==> src/rtl/int_to_fpu.sv <==
// int_to_fpu: iterative 32-bit signed integer to FPU float converter.
// Float format: sign[31], exponent[30:24] (bias 63), fraction[23:0] with
// an implicit leading one. One start/done transaction at a time; the
// normalizer shifts the magnitude left by one bit per cycle.
// Optional feature macro: INT_TO_FPU_RNE_EN selects round-to-nearest-even;
// when it is undefined the result is truncated (round toward zero).
module int_to_fpu (
    input  logic        clock,
    input  logic        reset,
    input  logic        start,
    input  logic [31:0] int_in,
    output logic [31:0] data_out,
    output logic [3:0]  status_out,
    output logic        busy,
    output logic        done
);

    localparam logic [3:0] ST_EXACT   = 4'b0001;
    localparam logic [3:0] ST_INEXACT = 4'b0010;

    typedef enum logic [2:0] {
        S_IDLE,
        S_ABS,
        S_NORM,
        S_ROUND,
        S_PACK
    } state_t;

    typedef struct packed {
        logic [6:0]  exp;
        logic [23:0] frac;
        logic        inexact;
    } round_t;

    state_t state_q, state_d;

    // Working datapath registers (not reset: only meaningful while busy)
    logic signed [31:0] op_q, op_d;
    logic               sign_q, sign_d;
    logic [31:0]        mag_q, mag_d;
    logic [4:0]         shift_q, shift_d;
    logic [6:0]         exp_q, exp_d;
    logic [23:0]        frac_q, frac_d;
    logic [3:0]         stat_q, stat_d;

    // Visible outputs (reset)
    logic [31:0]        data_out_q, data_out_d;
    logic [3:0]         status_out_q, status_out_d;
    logic               busy_q, busy_d;
    logic               done_q, done_d;

    logic [31:0]        abs_mag;
    round_t             rnd;

    // Exponent and fraction from a normalized magnitude (bit 31 set, so
    // only bits 30:0 carry information). Exponent fits 7 bits: max 95.
    function automatic round_t round_norm(input logic [30:0] m,
                                          input logic [4:0]  sh);
        round_t res;
        logic   g, r, s;
        res.exp     = 7'd94 - {2'd0, sh};
        res.frac    = m[30:7];
        g           = m[6];
        r           = m[5];
        s           = |m[4:0];
        res.inexact = g | r | s;
`ifdef INT_TO_FPU_RNE_EN
        if (g && (r || s || m[7])) begin
            if (&m[30:7]) begin
                res.frac = '0;
                res.exp  = res.exp + 7'd1;
            end else begin
                res.frac = m[30:7] + 24'd1;
            end
        end
`endif
        return res;
    endfunction

    // Magnitude of the captured operand; 0x80000000 maps to itself
    assign abs_mag = op_q[31] ? $unsigned(-op_q) : $unsigned(op_q);
    assign rnd     = round_norm(mag_q[30:0], shift_q);

    // State register
    always_ff @(posedge clock) begin
        if (reset) state_q <= S_IDLE;
        else       state_q <= state_d;
    end

    // Next-state logic
    always_comb begin
        state_d = state_q;
        case (state_q)
            S_IDLE:  if (start) state_d = S_ABS;
            S_ABS:   state_d = (abs_mag == 32'd0) ? S_PACK : S_NORM;
            S_NORM:  if (mag_q[31]) state_d = S_ROUND;
            S_ROUND: state_d = S_PACK;
            S_PACK:  state_d = S_IDLE;
            default: state_d = S_IDLE;
        endcase
    end

    // Datapath next values: capture, absolute value, shift, round
    always_comb begin
        op_d    = op_q;
        sign_d  = sign_q;
        mag_d   = mag_q;
        shift_d = shift_q;
        exp_d   = exp_q;
        frac_d  = frac_q;
        stat_d  = stat_q;
        case (state_q)
            S_IDLE: begin
                if (start) op_d = int_in;
            end
            S_ABS: begin
                sign_d  = op_q[31];
                mag_d   = abs_mag;
                shift_d = 5'd0;
                if (abs_mag == 32'd0) begin
                    sign_d = 1'b0;
                    exp_d  = 7'd0;
                    frac_d = 24'd0;
                    stat_d = ST_EXACT;
                end
            end
            S_NORM: begin
                if (!mag_q[31]) begin
                    mag_d   = {mag_q[30:0], 1'b0};
                    shift_d = shift_q + 5'd1;
                end
            end
            S_ROUND: begin
                exp_d  = rnd.exp;
                frac_d = rnd.frac;
                stat_d = rnd.inexact ? ST_INEXACT : ST_EXACT;
            end
            default: ;
        endcase
    end

    // Output logic: busy/done handshake and result publication
    always_comb begin
        data_out_d   = data_out_q;
        status_out_d = status_out_q;
        busy_d       = busy_q;
        done_d       = 1'b0;
        case (state_q)
            S_IDLE: begin
                if (start) busy_d = 1'b1;
            end
            S_PACK: begin
                data_out_d   = {sign_q, exp_q, frac_q};
                status_out_d = stat_q;
                busy_d       = 1'b0;
                done_d       = 1'b1;
            end
            default: ;
        endcase
    end

    // Datapath registers
    always_ff @(posedge clock) begin
        op_q    <= op_d;
        sign_q  <= sign_d;
        mag_q   <= mag_d;
        shift_q <= shift_d;
        exp_q   <= exp_d;
        frac_q  <= frac_d;
        stat_q  <= stat_d;
    end

    // Output registers; reset clears everything and drops any operation
    always_ff @(posedge clock) begin
        if (reset) begin
            data_out_q   <= 32'd0;
            status_out_q <= 4'd0;
            busy_q       <= 1'b0;
            done_q       <= 1'b0;
        end else begin
            data_out_q   <= data_out_d;
            status_out_q <= status_out_d;
            busy_q       <= busy_d;
            done_q       <= done_d;
        end
    end

    assign data_out   = data_out_q;
    assign status_out = status_out_q;
    assign busy       = busy_q;
    assign done       = done_q;

endmodule

==> config.mk <==
export PLATFORM = sky130hd
export DESIGN_NAME = int_to_fpu
export DESIGN_NICKNAME = d
export VERILOG_FILES = /design/src/rtl/int_to_fpu.sv
export SDC_FILE = /design/constraint.sdc
export NUM_CORES = 1
export LEC_CHECK = 0
export CORE_MARGIN = 10
export CORE_UTILIZATION = 55
export DETAILED_ROUTE_END_ITERATION = 6
export PLACE_DENSITY = 0.8
export SYNTH_ARGS = -nofsm -noshare
export SYNTH_HDL_FRONTEND = slang
export SYNTH_SLANG_ARGS = --single-unit
export TNS_END_PERCENT = 5
==> constraint.sdc <==
create_clock -name clock -period 5.93 [get_ports clock]
set_input_delay 0.593 -clock clock [delete_from_list [all_inputs] [get_ports clock]]
set_output_delay 0.593 -clock clock [all_outputs]
set_load 0.02 [all_outputs]
==> impl_metrics.ini <==
[outcome]
status = complete, no violations

[place]
io_buffers = 70
hpwl_um = 9470
gp_routability_congestion = 0.881

[logic_synthesis]
ys.flop_type = edfxtp_1
synth_seq_area_share = 0.597
netlist_area_sq_mm = 0.00648
synth_seq_cells = 142
yosysWarningCount = 0
synthCells = 607
syn_area_per_cell_sq_um = 10.7
synth_edf_count = 103
synth_cell_types = 57
synthArstFlopShare = 0

[final_layout]
seq_area_sq_mm = 0.00387
multiInputGateArea_sq_mm = 0.00242
area_growth_pct = 20.7
fillers = 908
final_common_cell = edfxtp_1
layout_common_cells = 103 x edfxtp_1, 85 x nand2_1, 71 x a21oi_1
diodes = 0
final_core_utilization = 0.682
final_nets = 692
drive_above_1_share = 0.0659

[setup_path]
worstPathRequired_ns = 6.01
end_kind = flop
path_max_fanout = 33
worstPathArrival_ns = 4.30
critPathSlowestCell = nor4_1
critical_path.top_delay_family = simple AND/OR/NAND/NOR gates
crit_buf_inv = 1
start_kind = flop
rr_startpoint = op_q[3]
slowest_delay_ns = 0.76
crit_type = reg -> reg
worstPathCellList = nor4_1 -> nand4_1 -> o41ai_1 -> xor2_1 -> o2111ai_1 -> or4_4 -> a21oi_2 -> buf_4
startpoint = op_q[3]

[route]
antenna_violating_nets_post_route = 0
post_drt_wl_per_cell_um = 16.5
dr.pass1.iters = 5
drc = 0
finalWirelength_um = 13400
drt_iter0_drc = 412
vias_per_cell = 5.70
vias = 4623

[global_routing]
grt_pass1_vias = 4393
grt_antenna_before_repair = 0
grt_pass1_wl_um = 21900
grt_overflow = 0
grt_usage = 0.162
grt_max_degree = 43

[power]
power_density_mw_per_mm2 = 319
switchingPower_mw = 0.583
clock_power_share = 0.425
p_comb_frac = 0.090
p_leak_nw = 2.56
sw_frac_of_total = 0.234
ir_worst_vdd_mv = 0.235
internal_power_mw = 1.91
power.share.sequential = 0.485

[clock_network]
post_cts_resized = 0
clk_path_buf_depth = 2
postCtsSetupBuffers = 0
cts_tree = done
cts.hold.buffers_added = 0
clk_latency_ns = 0.42
root_buffer = clkbuf_16
numCtsBuffers = 17
cts.sinks = 142
htreeDepth = 4
clk_pin_slew_worst_paths_ns = 0.06

[sta]
relSlewSlack = 0.266
rsz0062_at_grt = no
whs_ns = 0.452
clock.fmax_mhz = 237
period_share = 0.712
setup_tns_ns = 0
worst_slew_pin_slew_ns = 1.10
fin_skew_ns = 0.00608
final_max_slew_viol_count = 0
finalCriticalPeriod_ns = 4.22
timing.final.hold_violations = 0
setup_viol = 0

[floorplan]
core_region_area_sq_mm = 0.0115
start_util = 0.566
fp.dieH_um = 129
die_area_sq_mm = 0.0165
ioPinCount = 73
die_w_um = 129
rows = 39

[job]
max_cap_viol_count = 0

[hold_path]
min_path_type = reg -> reg
hold_path.startpoint = data_out[26]
## state kept, by name, indices dropped and copies added, names as in the netlist, 2 cells and up
| signal | count |
|---|---|
| mag_q | 32 |
| stat_q | 2 |
| exp_q | 7 |
| data_out | 32 |
| shift_q | 5 |
| status_out | 2 |
| frac_q | 24 |
| op_q | 32 |
| state_q | 3 |
## Yosys cell counts (10+ instances only)
library cell  instances  area share
edfxtp_1            103        0.48
nand2_1              85       0.049
a21oi_1              72       0.056
clkbuf_1             42       0.024
dfxtp_1              39        0.12
and2_1               29       0.028
o21ai_0              27       0.021
xor2_1               25       0.034
nor3_1               19       0.015
nor2_1               18       0.010
nand3b_1             17       0.020
nand3_1              15       0.012
nor4_1               10      0.0096
## per-layer routing
metal,wire (um),track usage,vias up
met3,900,0.0526,19
met4,249,0.0727,0
li1,-,-,2317
met1,6200,0.211,2151
met2,6020,0.243,136
met5,0,0,-
## logic make-up after synthesis
group,Yosys count,share of synthesized area
xor+xnor,31,0.0419
flops,142,0.597
compound gates,137,0.125
simple gates,235,0.190
other cells,1,0.000578
mux,5,0.00791
fa+ha+maj,2,0.00386
buf+inv,54,0.0338
## worst reg2reg max path, cell delays in order (launching register included)
cell	delay [ns]
edfxtp_1	0.47
nor4_1	0.76
nand4_1	0.57
o41ai_1	0.56
xor2_1	0.25
o2111ai_1	0.14
or4_4	0.58
a21oi_2	0.15
buf_4	0.37
## power groups by stage
stage	sequential, mW	clock (mW)	combinational (mW)
6_report	1.21	1.06	0.225
4_1_cts	1.21	1.07	0.225
3_3_place_gp	1.22	0	0.219
5_1_grt	1.22	1.12	0.252
3_5_place_dp	1.23	0	0.224
2_1_floorplan	1.20	0	0.167
## final timing paths
kind | end | slack [ns] | cells past startpoint
setup reg to reg | frac_q[15] | 1.71 | 8
setup / recovery | frac_q[15] | 1.71 | 8
hold reg to reg | data_out[26] | 0.45 | 2
hold / removal | data_out[26] | 0.45 | 2
## area by class of cell
cell class,instances,area share
well taps,143,0.0229
inverters,7,0.00336
repair buffers,75,0.0943
flip-flops and latches,142,0.495
multi-input cells,412,0.309
clock inverters,11,0.0179
clock buffers,21,0.0576
## stage by stage
step | setup slack (ns) | cell area (sq um) | power, mW | std cells
finish | 1.71 | 7830 | 2.50 | 811
global route | 1.45 | 7830 | 2.59 | 811
CTS | 1.73 | 7830 | 2.50 | 811
detailed placement | 1.76 | 7230 | 1.45 | 779
global placement | 1.84 | 7230 | 1.44 | 779
floorplan | 0.775 | 6490 | 1.37 | 608
Power figures use the tool's default switching activity.
